[src/rtl/insn_prefetch_queue.sv]
`default_nettype none
// ============================================================================
// Module   : insn_prefetch_queue
// Purpose  : Instruction fetch front end. Owns the PC, issues word reads to a
//            synchronous 1-cycle-latency instruction memory, buffers returned
//            {insn, pc} pairs in a small FIFO and presents the head entry to
//            the decoder over a valid/ready handshake. A redirect flushes all
//            buffered and in-flight fetches and restarts at the target PC.
// Ports    : clk            - clock, rising edge
//            rst            - synchronous reset, active low
//            imem_en        - memory read strobe
//            imem_addr      - memory word address (current PC)
//            imem_data      - memory read data, one cycle after imem_en
//            redirect_valid - flush and restart request
//            redirect_pc    - restart address
//            insn_valid     - head entry available
//            insn_ready     - decoder accepts head entry
//            insn_o         - head instruction (0 when empty)
//            insn_pc_o      - PC of head instruction (0 when empty)
// Revision : 1.0 - initial release
// ============================================================================
module insn_prefetch_queue #(
    parameter int                  LEN_INSN = 32,
    parameter int                  LEN_ADDR = 16,
    parameter int                  DEPTH    = 4,
    parameter logic [LEN_ADDR-1:0] RESET_PC = '0
) (
    input  logic                clk,
    input  logic                rst,
    output logic                imem_en,
    output logic [LEN_ADDR-1:0] imem_addr,
    input  logic [LEN_INSN-1:0] imem_data,
    input  logic                redirect_valid,
    input  logic [LEN_ADDR-1:0] redirect_pc,
    output logic                insn_valid,
    input  logic                insn_ready,
    output logic [LEN_INSN-1:0] insn_o,
    output logic [LEN_ADDR-1:0] insn_pc_o
);

    localparam int c_PTR_W = $clog2(DEPTH);
    localparam int c_CNT_W = c_PTR_W + 1;
    // One extra bit so count + inflight can never overflow the compare.
    localparam logic [c_CNT_W:0] c_DEPTH = (c_CNT_W + 1)'(DEPTH);

    logic [LEN_ADDR-1:0] r_pc;
    logic [LEN_ADDR-1:0] r_inflight_pc;
    logic                r_inflight;
    logic [c_CNT_W-1:0]  r_count;
    logic [c_PTR_W-1:0]  r_rd_ptr;
    logic [c_PTR_W-1:0]  r_wr_ptr;
    logic [LEN_INSN-1:0] r_fifo_insn [DEPTH];
    logic [LEN_ADDR-1:0] r_fifo_pc   [DEPTH];

    logic                w_issue;
    logic                w_push;
    logic                w_pop;
    logic                w_nonempty;
    logic [c_CNT_W:0]    w_occupancy;

    // Reserve a slot for every outstanding fetch so a returning word always
    // has room; this is what makes a push into a full FIFO impossible.
    assign w_occupancy = {1'b0, r_count} + {{c_CNT_W{1'b0}}, r_inflight};
    assign w_issue     = rst & ~redirect_valid & (w_occupancy < c_DEPTH);
    assign w_push      = r_inflight & ~redirect_valid;
    assign w_nonempty  = (r_count != '0);
    assign w_pop       = w_nonempty & insn_ready & ~redirect_valid;

    assign imem_en     = w_issue;
    assign imem_addr   = r_pc;
    assign insn_valid  = rst & w_nonempty;
    assign insn_o      = insn_valid ? r_fifo_insn[r_rd_ptr] : '0;
    assign insn_pc_o   = insn_valid ? r_fifo_pc[r_rd_ptr]   : '0;

    // Control state
    always_ff @(posedge clk) begin
        if (!rst) begin
            r_pc          <= RESET_PC;
            r_inflight    <= 1'b0;
            r_inflight_pc <= '0;
            r_count       <= '0;
            r_rd_ptr      <= '0;
            r_wr_ptr      <= '0;
        end else if (redirect_valid) begin
            // Flush wins over push, pop and issue; returning data is dropped.
            r_pc       <= redirect_pc;
            r_inflight <= 1'b0;
            r_count    <= '0;
            r_rd_ptr   <= '0;
            r_wr_ptr   <= '0;
        end else begin
            r_inflight <= w_issue;
            if (w_issue) begin
                r_pc          <= r_pc + 1'b1;
                r_inflight_pc <= r_pc;
            end
            if (w_push) begin
                r_wr_ptr <= r_wr_ptr + 1'b1;
            end
            if (w_pop) begin
                r_rd_ptr <= r_rd_ptr + 1'b1;
            end
            case ({w_push, w_pop})
                2'b10:   r_count <= r_count + 1'b1;
                2'b01:   r_count <= r_count - 1'b1;
                default: r_count <= r_count;
            endcase
        end
    end

    // Entry storage; contents are only observable through a valid head.
    always_ff @(posedge clk) begin
        if (rst && w_push) begin
            r_fifo_insn[r_wr_ptr] <= imem_data;
            r_fifo_pc[r_wr_ptr]   <= r_inflight_pc;
        end
    end

endmodule
`default_nettype wire

[config.mk]
export PLATFORM = sky130hd
export DESIGN_NAME = insn_prefetch_queue
export DESIGN_NICKNAME = d
export VERILOG_FILES = /design/src/rtl/insn_prefetch_queue.sv
export SDC_FILE = /design/constraint.sdc
export NUM_CORES = 1
export LEC_CHECK = 0
export ABC_AREA = 1
export ABC_CLOCK_PERIOD_IN_PS = 7800
export CAP_MARGIN = 20
export CORE_AREA = 2 2 119 144
export CTS_CLUSTER_DIAMETER = 60
export DETAILED_ROUTE_END_ITERATION = 10
export DIE_AREA = 0 0 121 146
export GPL_TIMING_DRIVEN = 0
export PLACE_DENSITY = 0.84
export SYNTH_ARGS = -nofsm -noshare
export SYNTH_HDL_FRONTEND = slang
export SYNTH_SLANG_ARGS = --single-unit
[constraint.sdc]
create_clock -name clk -period 7.8 [get_ports clk]
set_input_delay 2.34 -clock clk [delete_from_list [all_inputs] [get_ports clk]]
set_output_delay 2.34 -clock clk [all_outputs]
set_load 0.03 [all_outputs]
# ---- Word level (Yosys, flattened, before mapping)
# Memories as Yosys holds them, arrays and structs flattened. A register that Yosys moved wholly into a read port is not among the register bits.
# Cells that the tools add are included.
dict set report word_totals {
  register_bits 40
  mem_bits_rw 192
  input_bits 52
  output_inout_bits 66
  wordCells 42
  mem_count 2
}
dict set report op_classes {
  add_sub_neg 6
  magnitude_cmp 1
  n_eq_ne 2
  muxes 11
  bitwise_logic 8
  reduce_logical 6
}
# name words word_bits rd rd_ports_with_merged_regs write_ports line_no
set mem_list {}
lappend mem_list {r_fifo_insn 4 32 1 1 1 52} ;# logic [LEN_INSN-1:0] r_fifo_insn [DEPTH];
lappend mem_list {r_fifo_pc 4 16 1 1 1 53} ;# logic [LEN_ADDR-1:0] r_fifo_pc [DEPTH];
# operator count
set ops {}
lappend ops {{two-way mux 16 bit} 3}
lappend ops {{two-way mux 32 bit} 1}
lappend ops {{adder 16 x 1 -> 16 bit (second input constant)} 1}
lappend ops {{two-way mux 2 bit} 4}
lappend ops {{bitwise AND 1 bit} 6}
lappend ops {{case mux 3 bit (2 select lines)} 1}
lappend ops {{adder 2 x 1 -> 2 bit (second input constant)} 2}
lappend ops {{adder 3 x 1 -> 4 bit} 1}
lappend ops {{less-than comparator 4 x 3 -> 1 bit (second input constant)} 1}
lappend ops {{nonzero test 2 bit} 2}
lappend ops {{adder 3 x 1 -> 3 bit (second input constant)} 1}
lappend ops {{nonzero test 3 bit} 1}
lappend ops {{subtractor 3 x 1 -> 3 bit (second input constant)} 1}
lappend ops {{== test 2 x 1 -> 1 bit (second input constant)} 1}
lappend ops {{== test 2 bit (second input constant)} 1}
lappend ops {{two-way mux 1 bit} 2}
lappend ops {{inverter 1 bit} 2}
lappend ops {{AND reduction 2 bit} 1}
lappend ops {{OR reduction 2 bit} 1}
lappend ops {{logical AND 1 bit} 1}

# ---- Logic depth before layout (Yosys ltp)
# Gate-level depths: netlist of the first run.
dict set report depth {
  ltp_word 5
  depth_mapped 11
  ltp_nobuf 10
}

# ---- Worst setup path before layout of the first run
# Ideal clock, no wire load.
dict set report synth_path {
  path_kind {input port to output port}
  from {input port rst}
  to {output port insn_o[26]}
  t_arrival_ns 3.829
  required_time_ns 5.460
  setup_slack_ns 1.631
  cell_stages 6
  path_buffers 2
  path_cell_list {inv_2 -> nor2_1 -> inv_1 -> buf_2 -> buf_2 -> a21oi_1}
}
dict set report synth_between {
  elab_chain_len 2
}
# element line_no
set synth_rtl {}
lappend synth_rtl {{start: declaration} 29} ;# input logic rst,
lappend synth_rtl {{bitwise AND 1 bit} 71} ;# assign insn_valid = rst & w_nonempty;
lappend synth_rtl {{named net insn_valid} 35} ;# output logic insn_valid,
lappend synth_rtl {{two-way mux 32 bit} 72} ;# assign insn_o = insn_valid ? r_fifo_insn[r_rd_ptr] : '0;
lappend synth_rtl {{end: declaration} 37} ;# output logic [LEN_INSN-1:0] insn_o,
# The timed path passes the listed nets, and every way through them passes these cells.

# ---- Worst setup path in the final report of the first run
dict set report layout_path {
  from {input port rst}
  to {output port insn_pc_o[7]}
}
dict set report layout_between {
  elab_chain_len 2
}
# element line_no
set layout_rtl {}
lappend layout_rtl {{bitwise AND 1 bit} 71}
lappend layout_rtl {{two-way mux 16 bit} 73} ;# assign insn_pc_o = insn_valid ? r_fifo_pc[r_rd_ptr] : '0;
lappend layout_rtl {{end: declaration} 38} ;# output logic [LEN_ADDR-1:0] insn_pc_o
# Every way passes these cells.

==> results.sh, run 1 <==
export IMPL_worst_slew_pin_slew_ns=0.931
export IMPL_cts_resized_gates=0
export IMPL_p_clk_share_pct=39.3
export IMPL_crit_path_max_incr_delay_ns=0.73
export IMPL_drtPass1Iterations=5
export IMPL_cpMaxStageDelayCell="clkdlybuf4s50_1"
export IMPL_ctsHoldBuffers=0
export IMPL_reg2reg_from="r_inflight"
export IMPL_h_tree_depth=1
export IMPL_layout_common_cells="234 x nor2_1, 192 x edfxtp_1, 116 x o21ai_0, 116 x clkdlybuf4s50_1, 68 x a21oi_1"
export IMPL_end_kind="output port"
export IMPL_track_usage_pct=24.6
export IMPL_dieArea_sq_um=17700
export IMPL_antenna_found_initial=0
export IMPL_power_switching_mw=0.524
export IMPL_vias=6884
export IMPL_fillCellCount=1013
export IMPL_cts_max_path_buffers=3
export IMPL_wire_per_inst_microns=17.7
export IMPL_dieWidth_microns=121
export IMPL_worstPathCellList="clkdlybuf4s50_1 -> inv_2 -> nor2_1 -> inv_1 -> buf_2 -> buf_2 -> a21oi_1 -> clkdlybuf4s50_1"
export IMPL_hp_start="r_rd_ptr[1]"
export IMPL_final_common_cell="nor2_1"
export IMPL_route_antenna_remaining_nets=0
export IMPL_finalSetupViolations=0
export IMPL_grtUsageMet2_pct=43.8
export IMPL_floorplan_initialDensity_pct=59.3
export IMPL_drt_iter0_drc=646
export IMPL_cts_sinks=234
export IMPL_place_gp_congestion=0.922
export IMPL_worstPathRequired_ns=5.46
export IMPL_powerDensity_nw_per_um2=214
export IMPL_grt_pass1_vias=6767
export IMPL_worstHoldPathType="flop to flop"
export IMPL_worstPathArrival_ns=4.89
export IMPL_final_nets=1068
export IMPL_synth_top_area_share_pct=60.2
export IMPL_busiest_layer="met2"
export IMPL_ioPinCount=118
export IMPL_pwr_share_seq_pct=54.9
export IMPL_crit_start="rst"
export IMPL_status="finished, final reports clean"
export IMPL_skew_ns=0.00592
export IMPL_grt_pass1_wl_microns=33900
export IMPL_yosysSeqAreaShare_pct=69.0
export IMPL_use_met1_pct=29.3
export IMPL_antenna_diode_count=0
export IMPL_power_frac_comb_pct=5.8
export IMPL_rr_worst_depth=3
export IMPL_tns_ns=0
export IMPL_worstHoldPathCells=2
export IMPL_syn_nets=924
export IMPL_period_share_pct=92.7
export IMPL_maxSlewHeadroom_pct=37.8
export IMPL_layout_drive_gt1_share_pct=8.60
export IMPL_syn_area_per_cell_sq_um=11.1
export IMPL_drc=0
export IMPL_clock_root_buffer="clkbuf_16"
export IMPL_rsz0062_at_grt="false"
export IMPL_synth_top_area_cell="edfxtp_1"
export IMPL_clkTransAtPathRegs_ns=0.06
export IMPL_period_minus_slack_ns=7.23
export IMPL_cts_buffers=21
export IMPL_yosys_warnings=0
export IMPL_grt_overflow=0
export IMPL_critPathKind="input pin to output port"
export IMPL_area_growth_pct=23.3
export IMPL_rrSetupSlack_ns=5.72
export IMPL_core_area_sq_um=16100
export IMPL_hold_path_endpoint="r_rd_ptr[1]"
export IMPL_grt_max_degree=27
export IMPL_final_core_util_pct=73.1
export IMPL_met3_usage_pct=3.61
export IMPL_hold_viol=0
export IMPL_synth_seq_cells=234
export IMPL_p_int_mw=2.00
export IMPL_row_count=51
export IMPL_r2r_end="r_fifo_insn[3][22]"
export IMPL_path_max_fanout=10
export IMPL_maxCapViolations=0
export IMPL_drt_total_wl_microns=21800
export IMPL_leakagePower_nw=4.10
export IMPL_portBuffers=116
export IMPL_via_per_inst=5.57
export IMPL_ir_worst_vdd_mv=0.156
export IMPL_syn_area_sq_um=9580
export IMPL_fmax_mhz=138
export IMPL_setup_worst_path_start_class="input pin"
export IMPL_fp_dieH_microns=146
export IMPL_cts_setup_buffers=0
export IMPL_swShare_pct=20.7
export IMPL_post_dp_hpwl_microns=13800
export IMPL_cts_tree="built"
export IMPL_ys_types=31
export IMPL_synth_area_leaders="edfxtp_1 60%, nor2_1 9.3%, dfxtp_1 8.8%, o21ai_0 6.1%, a21oi_1 3.6%"
export IMPL_syn_inst=865
export IMPL_slew_viol_final=0
export IMPL_clk_latency_ns=0.49
-- stage by stage --
stage,area (sq um),std cells,setup WS [ns],hold WS (ns),power (mW)
2_1_floorplan,9580,865,1.63,0.436,1.48
3_3_place_gp,11000,1193,0.564,0.454,1.55
3_5_place_dp,11100,1198,0.529,0.471,1.56
4_1_cts,11800,1235,0.561,0.503,2.53
5_1_grt,11800,1235,0.458,0.509,2.59
6_report,11800,1235,0.568,0.496,2.53
-- worst max-delay path: cells and delay by family --
kind,cells,cell delay (ns)
compound gates,1,0.27
buf+inv,6,2.06
simple gates,1,0.21
-- synth_stat cells, drive strengths merged --
master	number
nand4	4
a22oi	2
a211oi	7
xor2	4
dfxtp	42
o21ai	116
a21oi	69
buf	24
xnor2	3
nand3	26
ha	6
nor2	244
nand2	56
nor3	4
edfxtp	192
clkbuf	21
fa	1
inv	44
-- power by group through the flow --
stage	combinational [mW]	sequential, mW	clock (mW)
2_1_floorplan	0.0647	1.42	0
5_1_grt	0.158	1.39	1.04
4_1_cts	0.147	1.39	0.999
6_report	0.147	1.39	0.993
3_5_place_dp	0.145	1.41	0
3_3_place_gp	0.139	1.41	0
-- layer usage --
layer,vias to the layer above,routed length (microns),share of wire (%)
met1,3208,8260,38
met2,356,11300,52
met5,-,0,0
li1,3260,-,-
met4,0,629,2.9
met3,60,1690,7.7
-- registers in the layout, summed over array words and instances, names as in the netlist, named ones only --
register / flops
r_fifo_insn: 128
r_inflight: 1
imem_addr: 16
r_wr_ptr: 2
r_inflight_pc: 16
r_count: 3
r_rd_ptr: 2
r_fifo_pc: 64
-- cell families after synthesis --
family / Yosys count / synth area share (%)
AO/OA/AOI/OAI: 194 / 10.7
XOR/XNOR: 7 / 0.640
adder cells (fa/ha/maj): 7 / 0.993
buffers and inverters: 89 / 4.04
flip-flops: 234 / 69.0
AND/OR/NAND/NOR: 334 / 14.6
-- worst max path at each step --
stage / to / slack [ns] / cells past startpoint
after detailed placement: insn_pc_o[7] / 0.53 / 8
after CTS: insn_pc_o[7] / 0.56 / 8
after global routing: insn_pc_o[7] / 0.46 / 8
final: insn_pc_o[7] / 0.57 / 8
after global placement: insn_pc_o[7] / 0.56 / 8
after floorplan: insn_o[26] / 1.63 / 6
-- final cells by class --
| type | instances | area, sq um | area share [%] |
|---|---|---|---|
| buffer | 45 | 219 | 1.85 |
| clock inverter | 6 | 60.1 | 0.509 |
| multi-input combinational | 542 | 2610 | 22.1 |
| sequential | 234 | 6610 | 56.0 |
| timing repair buffer | 121 | 1270 | 10.7 |
| inverter | 44 | 168 | 1.42 |
| tap | 212 | 265 | 2.25 |
| clock buffer | 31 | 604 | 5.12 |
Power figures use the tool's default switching activity.
==> inputs of run 2 (changes only) <==
==> constraint.sdc (replaced) <==
create_clock -name clk -period 7.8 [get_ports clk]
set_input_delay 2.34 -clock clk [delete_from_list [all_inputs] [get_ports clk]]
set_output_delay 2.34 -clock clk [all_outputs]
set_load 0.01 [all_outputs]
==> results of run 2 <==
Same layout as run 1 (identical final DEF). Status: finished, final reports clean.
Among the figures that moved: setup slack after placement 0.529 ns -> 0.663 ns; setup slack after layout 0.568 ns -> 0.702 ns; total power 2.53 mW -> 2.51 mW
==> inputs of run 3 (changes only) <==
--- a/config.mk
+++ b/config.mk
@@ -12,8 +12,10 @@
 export CTS_CLUSTER_DIAMETER = 60
 export DETAILED_ROUTE_END_ITERATION = 10
 export DIE_AREA = 0 0 121 146
+export GPL_ROUTABILITY_DRIVEN = 0
 export GPL_TIMING_DRIVEN = 0
 export PLACE_DENSITY = 0.84
+export SETUP_SLACK_MARGIN = 0.05
 export SYNTH_ARGS = -nofsm -noshare
 export SYNTH_HDL_FRONTEND = slang
 export SYNTH_SLANG_ARGS = --single-unit
==> run 3 against run 2 <==
  * Via count rose by 0.57%
  * Non-clock buffer count unchanged
  * First-iteration DRC count up 3.3%
  * Hold slack got worse by 0.0087 ns
  * Setup slack worse by 0.0039 ns
  * Critical path type unchanged
  * Critical endpoint unchanged
==> results.sh, run 3 (same netlist as run 1, synthesis figures left out) <==
export IMPL_slew_viol_final=0
export IMPL_path_max_fanout=10
export IMPL_period_share_pct=91.0
export IMPL_fillCellCount=1024
export IMPL_powerDensity_nw_per_um2=213
export IMPL_finalSetupViolations=0
export IMPL_reg2reg_from="r_inflight"
export IMPL_worstHoldPathType="flop to flop"
export IMPL_cts_buffers=21
export IMPL_maxSlewHeadroom_pct=48.2
export IMPL_grt_max_degree=31
export IMPL_dpl_cell_area_sq_um=11100
export IMPL_layout_common_cells="234 x nor2_1, 192 x edfxtp_1, 116 x o21ai_0, 116 x clkdlybuf4s50_1, 68 x a21oi_1"
export IMPL_status="finished, final reports clean"
export IMPL_cts_setup_buffers=0
export IMPL_fp_dieH_microns=146
export IMPL_reg_top3="r_fifo_insn: 128 flops, r_fifo_pc: 64 flops"
export IMPL_leakagePower_nw=4.10
export IMPL_worstPathArrival_ns=4.76
export IMPL_clock_root_buffer="clkbuf_16"
export IMPL_floorplan_initialDensity_pct=59.3
export IMPL_area_growth_pct=23.2
export IMPL_grt_pass1_vias=6678
export IMPL_regMostFlops="r_fifo_insn"
export IMPL_fmax_mhz=141
export IMPL_post_dp_hpwl_microns=13800
export IMPL_crit_start="rst"
export IMPL_core_area_sq_um=16100
export IMPL_fin_cells=1235
export IMPL_period_minus_slack_ns=7.10
export IMPL_setup_worst_path_start_class="input pin"
export IMPL_worstPathRequired_ns=5.46
export IMPL_tns_ns=0
export IMPL_ctsHoldBuffers=0
export IMPL_ir_worst_vdd_mv=0.141
export IMPL_clkTransAtPathRegs_ns=0.06
export IMPL_worst_slew_pin_slew_ns=0.775
export IMPL_wire_per_inst_microns=17.7
export IMPL_dieWidth_microns=121
export IMPL_drt_total_wl_microns=21900
export IMPL_cts_sinks=234
export IMPL_final_nets=1068
export IMPL_hp_start="r_rd_ptr[1]"
export IMPL_hold_viol=0
export IMPL_drt_iter0_drc=667
export IMPL_rsz0062_at_grt="false"
export IMPL_route_antenna_remaining_nets=0
export IMPL_antenna_diode_count=0
export IMPL_ioPinCount=118
export IMPL_portBuffers=116
export IMPL_cts_tree="built"
export IMPL_cts_resized_gates=0
export IMPL_h_tree_depth=1
export IMPL_place_inst=1198
export IMPL_largest_reg_flops=128
export IMPL_drtPass1Iterations=5
export IMPL_clk_latency_ns=0.50
export IMPL_via_per_inst=5.61
export IMPL_row_count=51
export IMPL_skew_ns=0.0130
export IMPL_layout_drive_gt1_share_pct=8.21
export IMPL_antenna_found_initial=0
export IMPL_whs_ns=0.487
export IMPL_final_common_cell="nor2_1"
export IMPL_final_area_sq_um=11800
export IMPL_critPathKind="input pin to output port"
export IMPL_end_kind="output port"
export IMPL_grt_pass1_wl_microns=33500
export IMPL_vias=6923
export IMPL_track_usage_pct=24.3
export IMPL_drc=0
export IMPL_maxCapViolations=0
export IMPL_grt_overflow=0
export IMPL_cts_max_path_buffers=3
export IMPL_dieArea_sq_um=17700
## run 3: layout make-up
type                    count  area, sq um  area share, %
flip-flops and latches    234         6610           56.0
repair buffers            121         1270           10.8
clock inverters             9         92.6          0.785
multi-input cells         542         2610           22.2
well taps                 212          265           2.25
inverters                  44          168           1.42
plain buffers              45          219           1.86
clock buffers              28          562           4.76
## run 3: worst max-delay path: stages
cell and delay [ns]:
clkdlybuf4s50_1 0.58, inv_2 0.15, nor2_1 0.18, inv_1 0.16, buf_2 0.23, buf_2 0.22
a21oi_1 0.28, clkdlybuf4s50_1 0.60
## run 3: metal layers
layer,GRT usage (%),wire [microns],share of wire [%]
met2,43.6,11400,52
met4,10.9,575,2.6
met3,3.41,1800,8.2
met5,0,0,0
met1,28.8,8050,37
## run 3: final timing paths
kind              cells after the start  slack [ns]            endpoint
hold / removal                        2        0.49         r_rd_ptr[1]
setup reg to reg                      3        5.87  r_fifo_insn[0][22]
hold reg to reg                       2        0.49         r_rd_ptr[1]
setup / recovery                      8        0.70        insn_pc_o[7]
## run 3: through the flow
step	utilization [%]	worst slack, ns	power (mW)
after floorplan	-	2.21	1.47
after detailed placement	69.0	0.755	1.54
final	73.1	0.699	2.51
after CTS	73.1	0.731	2.51
after global placement	68.2	0.566	1.54
after global routing	73.1	0.601	2.57
## run 3: power breakdown
| part | internal (mW) | switching (mW) | total, mW | leakage (nW) |
|---|---|---|---|---|
| combinational | 0.0615 | 0.0697 | 0.131 | 1.70 |
| clock | 0.572 | 0.421 | 0.992 | 0.318 |
| sequential | 1.37 | 0.0175 | 1.39 | 2.08 |
| total | 2.00 | 0.508 | 2.51 | 4.10 |
